## src/rtl/seq_alu.sv

```systemverilog
// seq_alu: sequential ALU with handshake, radix-2 multiply/divide and status flags.
// Define SEQ_ALU_MULDIV_EN to build the iterative MUL/DIV/MOD datapath.
module seq_alu #(
    parameter int WIDTH = 16,
    parameter int SHW   = $clog2(WIDTH)
) (
    input  logic             clk,
    input  logic             rst_n,
    input  logic             in_valid,
    output logic             in_ready,
    input  logic [WIDTH-1:0] a,
    input  logic [WIDTH-1:0] b,
    input  logic [3:0]       op,
    output logic             out_valid,
    input  logic             out_ready,
    output logic [WIDTH-1:0] y,
    output logic [WIDTH-1:0] y_hi,
    output logic             flag_n,
    output logic             flag_z,
    output logic             flag_c,
    output logic             flag_v,
    output logic             flag_e,
    output logic             flag_l
);
    localparam logic [3:0] OP_ADD = 4'd0, OP_SUB = 4'd1, OP_MUL = 4'd2, OP_DIV = 4'd3,
                           OP_MOD = 4'd4, OP_SHL = 4'd5, OP_SHR = 4'd6, OP_SAL = 4'd7,
                           OP_SAR = 4'd8, OP_ROR = 4'd9, OP_ROL = 4'd10, OP_AND = 4'd11,
                           OP_OR = 4'd12, OP_XOR = 4'd13, OP_NOT = 4'd14, OP_PASS = 4'd15;

    typedef enum logic [1:0] {IDLE, BUSY, DONE} state_t;
    state_t state;

    logic [WIDTH:0]   sum, dif, shl_x;
    logic [SHW-1:0]   sh;
    logic [WIDTH-1:0] ny;
    logic             nc, nv, go_busy;

    assign in_ready = (state == IDLE);

    always_comb begin
        sum   = {1'b0, a} + {1'b0, b};
        dif   = {1'b0, a} - {1'b0, b};
        sh    = b[SHW-1:0];
        shl_x = {1'b0, a} << sh;
        ny    = '0;
        nc    = 1'b0;
        nv    = 1'b0;
        case (op)
            OP_ADD: begin
                ny = sum[WIDTH-1:0];
                nc = sum[WIDTH];
                nv = (a[WIDTH-1] == b[WIDTH-1]) && (ny[WIDTH-1] != a[WIDTH-1]);
            end
            OP_SUB: begin
                ny = dif[WIDTH-1:0];
                nc = dif[WIDTH];
                nv = (a[WIDTH-1] != b[WIDTH-1]) && (ny[WIDTH-1] != a[WIDTH-1]);
            end
            OP_SHL, OP_SAL: begin
                ny = shl_x[WIDTH-1:0];
                nc = shl_x[WIDTH];
            end
            OP_SHR:  ny = a >> sh;
            OP_SAR:  ny = $signed(a) >>> sh;
            OP_ROR:  ny = (a >> sh) | (a << (WIDTH - sh));
            OP_ROL:  ny = (a << sh) | (a >> (WIDTH - sh));
            OP_AND:  ny = a & b;
            OP_OR:   ny = a | b;
            OP_XOR:  ny = a ^ b;
            OP_NOT:  ny = ~a;
            OP_PASS: ny = a;
            // MUL/DIV/MOD without the iterative datapath report a zero result with overflow
            default: nv = 1'b1;
        endcase
    end

`ifdef SEQ_ALU_MULDIV_EN
    localparam int CW = $clog2(WIDTH);
    logic [CW-1:0]      cnt;
    logic [WIDTH-1:0]   ra, rb, fy, fhi;
    logic [3:0]         rop;
    logic [2*WIDTH-1:0] p, pn;
    logic [WIDTH:0]     s, t, d;
    logic               fv;

    assign go_busy = (op == OP_MUL) || (op == OP_DIV) || (op == OP_MOD);

    // p holds {acc, multiplier} for MUL and {remainder, quotient} for DIV/MOD
    always_comb begin
        s   = {1'b0, p[2*WIDTH-1:WIDTH]} + (p[0] ? {1'b0, ra} : '0);
        t   = p[2*WIDTH-1:WIDTH-1];
        d   = t - {1'b0, rb};
        pn  = (rop == OP_MUL) ? {s, p[WIDTH-1:1]} :
              d[WIDTH] ? {t[WIDTH-1:0], p[WIDTH-2:0], 1'b0} : {d[WIDTH-1:0], p[WIDTH-2:0], 1'b1};
        fy  = pn[WIDTH-1:0];
        fhi = pn[2*WIDTH-1:WIDTH];
        fv  = (rop == OP_MUL) && (|fhi);
        if (rop != OP_MUL && rb == '0) begin
            fy  = (rop == OP_DIV) ? '1 : ra;
            fhi = (rop == OP_DIV) ? ra : '1;
            fv  = 1'b1;
        end else if (rop == OP_MOD) begin
            fy  = pn[2*WIDTH-1:WIDTH];
            fhi = pn[WIDTH-1:0];
        end
    end
`else
    assign go_busy = 1'b0;
`endif

    always_ff @(posedge clk or negedge rst_n) begin
        if (!rst_n) begin
            state     <= IDLE;
            out_valid <= 1'b0;
            y         <= '0;
            y_hi      <= '0;
            flag_n    <= 1'b0;
            flag_z    <= 1'b0;
            flag_c    <= 1'b0;
            flag_v    <= 1'b0;
            flag_e    <= 1'b0;
            flag_l    <= 1'b0;
`ifdef SEQ_ALU_MULDIV_EN
            cnt       <= '0;
            p         <= '0;
            ra        <= '0;
            rb        <= '0;
            rop       <= '0;
`endif
        end else begin
            case (state)
                IDLE: if (in_valid) begin
`ifdef SEQ_ALU_MULDIV_EN
                    ra  <= a;
                    rb  <= b;
                    rop <= op;
                    cnt <= '0;
                    p   <= {{WIDTH{1'b0}}, (op == OP_MUL) ? b : a};
`endif
                    if (go_busy) begin
                        state <= BUSY;
                    end else begin
                        state     <= DONE;
                        out_valid <= 1'b1;
                        y         <= ny;
                        y_hi      <= '0;
                        flag_n    <= ny[WIDTH-1];
                        flag_z    <= (ny == '0);
                        flag_c    <= nc;
                        flag_v    <= nv;
                        flag_e    <= (a == b);
                        flag_l    <= ($signed(a) < $signed(b));
                    end
                end
`ifdef SEQ_ALU_MULDIV_EN
                BUSY: begin
                    p   <= pn;
                    cnt <= cnt + 1'b1;
                    if (cnt == CW'(WIDTH - 1)) begin
                        state     <= DONE;
                        out_valid <= 1'b1;
                        y         <= fy;
                        y_hi      <= fhi;
                        flag_n    <= fy[WIDTH-1];
                        flag_z    <= (fy == '0);
                        flag_c    <= 1'b0;
                        flag_v    <= fv;
                        flag_e    <= (ra == rb);
                        flag_l    <= ($signed(ra) < $signed(rb));
                    end
                end
`endif
                DONE: if (out_ready) begin
                    state     <= IDLE;
                    out_valid <= 1'b0;
                end
                default: state <= IDLE;
            endcase
        end
    end
endmodule

```

## config.mk

```make
export PLATFORM = sky130hd
export DESIGN_NAME = seq_alu
export DESIGN_NICKNAME = d
export VERILOG_FILES = /design/src/rtl/seq_alu.sv
export SDC_FILE = /design/constraint.sdc
export NUM_CORES = 1
export LEC_CHECK = 0
export ABC_AREA = 1
export CELL_PAD_IN_SITES_DETAIL_PLACEMENT = 1
export CELL_PAD_IN_SITES_GLOBAL_PLACEMENT = 1
export CORE_MARGIN = 5
export CORE_UTILIZATION = 25
export DETAILED_ROUTE_END_ITERATION = 16
export PLACE_DENSITY_LB_ADDON = 0.1
export SLEW_MARGIN = 40
export SYNTH_ARGS = -nofsm -noshare
export SYNTH_HDL_FRONTEND = slang
export SYNTH_SLANG_ARGS = --single-unit
```

## constraint.sdc

```tcl
create_clock -name clk -period 3.2 [get_ports clk]
set_input_delay 0.64 -clock clk [delete_from_list [all_inputs] [get_ports clk]]
set_output_delay 0.64 -clock clk [all_outputs]
set_load 0.1 [all_outputs]
```

### Yosys cells after proc, flatten, opt, wreduce, memory -nomap -nowiden

Index checks and enable logic that the tools add are counted.

| storage, ports and cells | value |
|---|---|
| bits in registers | 25 |
| output and inout bits | 40 |
| logic and storage cells | 65 |

| operators by class | value |
|---|---|
| add/sub/neg operators | 3 |
| $lt $le $gt $ge | 1 |
| eq/ne operators | 20 |
| shift-type cells | 6 |
| multiplexer cells | 9 |
| bitwise logic cells | 6 |
| reduce and logical (&&, ||, !) cells | 11 |

Operator list:

| operator | count |
|---|---|
| one-hot mux 16 bit (12 select lines) | 1 |
| bitwise OR 16 bit | 3 |
| == test 4 bit (second input constant) | 8 |
| left shift 16 x 32 -> 16 bit | 1 |
| right shift 16 x 32 -> 16 bit | 1 |
| adder 16 x 16 -> 17 bit | 1 |
| left shift 16 x 4 -> 17 bit | 1 |
| subtractor 16 x 16 -> 17 bit | 1 |
| bitwise AND 16 bit | 1 |
| == test 16 bit | 1 |
| logical NOT 16 bit | 1 |
| less-than comparator 16 bit | 1 |
| NOT 16 bit | 1 |
| left shift 16 x 4 -> 16 bit | 1 |
| right shift 16 x 4 -> 16 bit | 1 |
| >>> shifter 16 x 4 -> 16 bit | 1 |
| XOR 16 bit | 1 |
| == test 4 x 3 -> 1 bit (second input constant) | 3 |
| OR reduction 11 bit | 1 |
| one-hot mux 1 bit (3 select lines) | 2 |
| subtractor 5 x 4 -> 6 bit (first input constant) | 1 |
| == test 4 x 1 -> 1 bit (second input constant) | 1 |
| logical NOT 4 bit | 1 |
| 2-to-1 mux 2 bit | 2 |
| 13 further kinds | 19 |

### Longest topological paths before layout

Gate-level depths: netlist of run 1.

| logic depth | value |
|---|---|
| depth after elaboration | 5 |
| depth in mapped cells | 23 |

### Worst setup path before layout of run 1

No wires, ideal clock.

| timing | value |
|---|---|
| kind | in2reg |
| from | in b[3] |
| to | reg flag_z |
| data arrival time | 2839 ps |
| setup slack | 294 ps |
| stages | 17 |
| path buffers | 3 |
| cells stage by stage | inv_1 buf_2 buf_2 ha_1 buf_6 or2_1 nand3_2 nand2_1 nand2_1 nand2_1 a21boi_0 a21oi_1 o21ai_0 nand3_1 nor2_1 nand3_1 nand2_1 |

| between the ends | value |
|---|---|
| word-level cells in the longest chain between the ends | 5 |

Ends and longest elaborated chain:

| what | RTL line | source |
|---|---|---|
| from (decl) | 12 | `input logic [WIDTH-1:0] b,` |
| subtractor 5 x 4 -> 6 bit | 65, 66 |  |
| right shift 16 x 32 -> 16 bit or left shift 16 x 32 -> 16 bit (tied branches) | 66, 65 |  |
| bitwise OR 16 bit (on tied branches) | 66, 65 |  |
| one-hot mux 16 bit (12 select lines) (*) | 48 | `case (op)` |
| logical NOT 16 bit (*) | 148 | `flag_z <= (ny == '0);` |
| to (signal assigned) | 148 |  |
| to (decl) | 19 | `output logic flag_z,` |

Mark *: on every way between the ends. The rest lies on a longest branch, timed or not.
A chain may end at the register's enable or synchronous reset.

### Worst setup path after layout of run 1

| timing | value |
|---|---|
| from | in a[3] |
| to | reg flag_z |

| between the ends | value |
|---|---|
| word-level cells in the longest chain between the ends | 4 |

Ends and longest elaborated chain:

| what | RTL line | source |
|---|---|---|
| from (decl) | 11 | `input logic [WIDTH-1:0] a,` |
| branches (longest 2 deep; another with subtractor 16 x 16 -> 17 bit) | -- |  |
| one-hot mux 16 bit (12 select lines) (*) | 48 |  |
| logical NOT 16 bit (*) | 148 |  |

Every way passes the cells marked *.

==> results of run 1 <==
[cells in the mapped netlist (2+ instances only)]
cell type	number	area (sq um)
inv_4	2	12.5
nand2_1	443	1660
clkbuf_1	16	60.1
a21oi_1	44	220
a41oi_1	2	17.5
inv_1	114	428
nand3b_1	6	45.0
nand3_4	2	35.0
o22ai_1	4	25.0
o21a_1	3	22.5
nand3_2	12	120
fa_1	2	40.0
clkbuf_2	2	10.0
nand2_4	9	101
buf_4	21	158
o21ai_1	7	35.0
nor2_1	139	522
a211oi_1	2	15.0
nand3_1	295	1480
nor3_1	8	40.0
nand4_1	12	75.1
o21ai_0	59	295
o211ai_1	7	52.6
or2_2	3	18.8
buf_2	29	145
a21boi_0	2	15.0
inv_2	6	22.5
dfrtp_1	22	551
a31oi_1	5	31.3
nor2_2	5	31.3
nand2_2	12	75.1
ha_1	53	663
buf_6	9	101
[final cells by class]
type	instances	area, sq um
Inverter	122	463
Fill cell	3957	18900
Sequential cell	22	551
Tap cell	384	480
Multi-Input combinational cell	1162	5860
Clock buffer	3	75.1
Clock inverter	1	30.0
Timing Repair Buffer	289	2390
[path summary, 6_finish.rpt]
check                      depth (start not counted)                  to                   from
setup / recovery                                  15  flag_z$_DFFE_PN0P_                   a[3]
hold / removal                                     2    y[2]$_DFFE_PN0P_       y[2]$_DFFE_PN0P_
setup reg to reg                                   7  flag_e$_DFFE_PN0P_  out_valid$_DFFE_PN0P_
hold reg to reg                                    2    y[2]$_DFFE_PN0P_       y[2]$_DFFE_PN0P_
max in group asynchronous                          2  flag_c$_DFFE_PN0P_                  rst_n
min in group asynchronous                          2   y[12]$_DFFE_PN0P_                  rst_n
[what timing repair did]
item / CTS / global route
endpoints found under the hold margin: 0 / 0
pin swaps: 0 / 3
setup endpoints to repair: 3 / 10
setup buffers: 0 / 2
resized for setup: 3 / 31
[cell usage in the layout, fill, tap and decap left out, types with 16 or more instances in the layout]
cell,synthesis,layout
nand2_1,443,441
nand3_1,295,293
buf_4,21,241
nor2_1,139,135
inv_1,114,111
o21ai_0,59,59
ha_1,53,46
a21oi_1,44,43
clkdlybuf4s50_1,0,31
dfrtp_1,22,22
conb_1,1,16
[cell families after synthesis]
kind of cell / share of synthesized area
other: 0.000517
adder cells (fa/ha/maj): 0.0970
AND/OR/NAND/NOR: 0.589
AO/OA/AOI/OAI: 0.105
buffers and inverters: 0.133
flip-flops: 0.0760
[critical path: stages]
cell	delay, ns
clkdlybuf4s50_1	0.49
inv_1	0.06
ha_1	0.42
or2_1	0.34
nand3_2	0.11
nand2_1	0.09
nand2_1	0.12
nand2_1	0.10
a21boi_0	0.23
a21oi_1	0.10
o21ai_0	0.12
nand3_1	0.11
nor2_1	0.11
nand3_1	0.07
nand2_1	0.06
[flip-flops by register name, summed over array words and instances, names as in the netlist]
| signal | flops |
|---|---|
| y | 16 |
| flag_c | 1 |
| flag_e | 1 |
| flag_l | 1 |
| flag_v | 1 |
| flag_z | 1 |
| out_valid | 1 |
[where the power goes]
part / total (mW) / internal, mW / switching, mW
clock network: 0.345 / 0.248 / 0.0973
registers: 0.380 / 0.341 / 0.0388
logic: 2.39 / 0.731 / 1.66
[stage by stage]
stage / utilization / instance area (sq um) / setup TNS (ns)
global route: 0.343 / 9850 / -0.00682
floorplan: - / 7300 / 0
detailed placement: 0.336 / 9640 / -2.51
global placement: 0.336 / 9640 / -1.83
finish: 0.343 / 9850 / 0
CTS: 0.339 / 9740 / 0
[metal layers]
| layer | up-vias | wire length, um | GRT usage |
|---|---|---|---|
| met5 | - | 0 | 0 |
| met3 | 32 | 1480 | 0.00787 |
| li1 | 4915 | - | - |
| met2 | 245 | 19200 | 0.419 |
| met4 | 0 | 631 | 0.0327 |
| met1 | 4949 | 19300 | 0.346 |
==> metrics.yaml, run 1 <==
route:
  avgViaCountPerCell: 5.11
  drtIter0Drc: 689
  wire_per_inst_um: 20.5
  num_vias: 10100
  routed_wl_um: 40600
  first_pass_iters: 5
  antenna_left: 0
  drc: 0
floorplan:
  die_h_um: 180
  die_x_um: 180
  start_util: 0.252
  io_pins: 80
  core-area_sq_um: 28700
  die_area_sq_um: 32500
  rows: 62
sta:
  skew_ns: 0.00412
  drv_slew: 0
  max_slew_margin: 0.615
  max_freq_mhz: 335
  setup_viol: 0
  fin_ws_ns: 0.217
  post-route-period-util: 0.932
  max_slew.worst_pin.slew_ns: 0.576
  period_needed_ns: 2.98
  final-hold-violation-count: 0
  whs_ns: 0.487
power_and_ir_drop:
  powerDensity_nw_per_um2: 316
  peakVddDrop_mv: 0.277
  total_leakage_power_nw: 5.26
  power.total_mw: 3.11
run_status:
  status: "finished clean"
synth:
  synth_cell_type_count: 46
  netlist_area_sq_um: 7250
  avgSynthCellArea_sq_um: 5.29
  yosys_warnings: 0
  synth_edf_count: 0
  synth-async-reset-ratio: 1.00
  ys_ff_latch: 22
  synth_flop_cell: "dfrtp_1"
  synthCells: 1370
  synth_seq_area_share: 0.0760
job:
  cap_violations: 0
clock_tree:
  cts_tree: "done"
  clock_latency_ns: 0.25
  clk_pin_slew_ns: 0.06
  cts_root_buffer: "clkbuf_16"
  cts_buffer_depth: 2
  numCtsBuffers: 3
  htreeDepth: 1
  clock-sinks: 22
  postCtsHoldBufs: 0
setup_path:
  critPathMaxFanout: 6
  path_class: "in -> reg"
  start_kind: "input port"
  worstPathRequired_ns: 3.39
  cp.arrival_ns: 3.18
  crit_path_end_kind: "flip-flop"
  r2r_slack_ns: 1.43
global_route:
  grt_pass1_wl_um: 63300
  grtUsageTotal: 0.242
  antenna_found_initial: 0
  gr-total-overflow: 0
  grt_pass1_vias: 10500
  grt_max_degree: 35
placed_design:
  post-place-cells: 1977
  place_ws_ns: -0.346
  portBuffers: 63
  gp_congestion: 0.901
  dp_hpwl_um: 34400
layout:
  drive_above_1_share: 0.206
  synthToLayoutAreaGrowth_pct: 35.9
  stdcell_count: 1983
  nets: 1695
  diodes: 0
min_path:
  min_path_type: "reg -> reg"
Note: power is estimated with default switching activity, not from simulation.
==> inputs of run 2 (changes only) <==
Settings changed: MAX_ROUTING_LAYER from default to met4.
==> metrics.yaml, run 2 (synthesized netlist as in run 1, its figures left out) <==
route:
  routed_wl_um: 40400
  num_vias: 10000
  drtIter0Drc: 546
  avgViaCountPerCell: 5.05
  drc: 0
  first_pass_iters: 5
  wire_per_inst_um: 20.4
  antenna_left: 0
global_route:
  grt_max_degree: 35
  grt_pass1_wl_um: 61600
  gr-total-overflow: 0
  grt_pass1_vias: 10100
  antenna_found_initial: 0
  grtUsageTotal: 0.246
job:
  cap_violations: 0
power_and_ir_drop:
  clkPwrFrac: 0.084
  seqPwrFrac: 0.126
  switching_share: 0.589
  powerDensity_nw_per_um2: 307
  p_int_mw: 1.25
  power_frac_comb: 0.790
  power.total_mw: 3.04
  power.switching_mw: 1.79
  total_leakage_power_nw: 5.25
  peakVddDrop_mv: 0.315
sta:
  skew_ns: 0.00292
  drv_slew: 0
  max_slew_margin: 0.630
  setup_viol: 0
  whs_ns: 0.489
  max_slew.worst_pin.slew_ns: 0.553
  fin_ws_ns: 0.201
  max_freq_mhz: 333
  final-hold-violation-count: 0
  post-route-period-util: 0.937
  period_needed_ns: 3.00
  rsz0062_at_grt: "no"
  tns_ns: 0
layout:
  layout_commonest_cell: "nand2_1"
  final_cell_mix: "nand2_1 (437), nand3_1 (293), buf_4 (234)"
  final_core_util: 0.345
  regMostFlops: "y"
  drive_above_1_share: 0.214
  stdcell_count: 1981
  synthToLayoutAreaGrowth_pct: 36.6
  nets: 1694
  diodes: 0
  largest_reg_flops: 16
  stdcell_area_sq_um: 9900
floorplan:
  die_h_um: 180
  rows: 62
  core-area_sq_um: 28700
  die_area_sq_um: 32500
  die_x_um: 180
  io_pins: 80
  start_util: 0.252
min_path:
  hold_depth: 2
  min_path_type: "reg -> reg"
clock_tree:
  cts_buffer_depth: 2
  cts_tree: "done"
  clk_pin_slew_ns: 0.05
  clock_latency_ns: 0.25
  cts_root_buffer: "clkbuf_16"
  clock-sinks: 22
  numCtsBuffers: 3
  htreeDepth: 1
setup_path:
  worstPathRequired_ns: 3.39
  start_kind: "input port"
  reg2reg_depth: 6
  critPathMaxFanout: 5
  cp.arrival_ns: 3.19
  crit_path_end_kind: "flip-flop"
  path_class: "in -> reg"
placed_design:
  post-place-cells: 1975
  placed_area_sq_um: 9660
  place_ws_ns: -0.394
  dp_hpwl_um: 34100
  portBuffers: 63
  gp_congestion: 0.920
run_status:
  status: "finished clean"
[run 2: cell types whose count changed in the layout (fill, tap and decap cells not counted), sizes merged]
| cell | change |
|---|---|
| buf | -1 |
| bufinv | -1 |
| clkdlybuf4s15 | -1 |
| dlygate4sd2 | +1 |
[run 2: cell type report]
| type | instances | area, sq um |
|---|---|---|
| Timing Repair Buffer | 288 | 2420 |
| Multi-Input combinational cell | 1162 | 5910 |
| Clock buffer | 3 | 75.1 |
| Inverter | 122 | 465 |
| Tap cell | 384 | 480 |
| Sequential cell | 22 | 551 |
| Fill cell | 3930 | 18800 |
[run 2: final timing paths]
path / from / endpoint / slack [ns]
setup reg to reg: out_valid$_DFFE_PN0P_ / flag_c$_DFFE_PN0P_ / 1.46
setup / recovery: b[2] / flag_z$_DFFE_PN0P_ / 0.20
hold reg to reg: y[1]$_DFFE_PN0P_ / y[1]$_DFFE_PN0P_ / 0.49
max in group asynchronous: rst_n / y[4]$_DFFE_PN0P_ / 2.24
min in group asynchronous: rst_n / out_valid$_DFFE_PN0P_ / 0.73
hold / removal: y[1]$_DFFE_PN0P_ / y[1]$_DFFE_PN0P_ / 0.49
[run 2: per-layer routing]
layer | share of wire | global-route usage | routed length [um] | up-vias
met5 | 0 | - | 0 | -
met4 | 0.028 | 0.0572 | 1130 | 0
met3 | 0.045 | 0.0157 | 1820 | 52
met2 | 0.46 | 0.400 | 18400 | 223
met1 | 0.47 | 0.336 | 19000 | 4820
li1 | - | - | - | 4913
[run 2: what timing repair did]
item	4_1_cts	5_1_grt
endpoints found under the setup margin	4	6
pin swaps	0	7
cloned	0	1
setup buffers	0	2
resized for setup	4	46
hold buffers	0	0
[run 2: critical path, cell delays in order]
cell and delay [ns]:
clkdlybuf4s50_1 0.53, inv_4 0.04, ha_2 0.38, nor2_1 0.10
nor2_1 0.13, nand2_1 0.12, buf_4 0.16, nand2_1 0.07
nand2_1 0.08, nand2_1 0.18, nand2_1 0.10, nand2_1 0.08
a21oi_1 0.07, nor2_2 0.16, nand3_1 0.09, nor2_1 0.12
nand3_1 0.08, nand2_1 0.06
[run 2: power by group through the flow]
stage / clock (mW) / combinational, mW / sequential [mW]
after floorplan: 0 / 1.01 / 0.840
after global placement: 0 / 2.34 / 0.386
after detailed placement: 0 / 2.35 / 0.388
after CTS: 0.265 / 2.36 / 0.385
after global routing: 0.282 / 2.57 / 0.391
final: 0.256 / 2.40 / 0.383
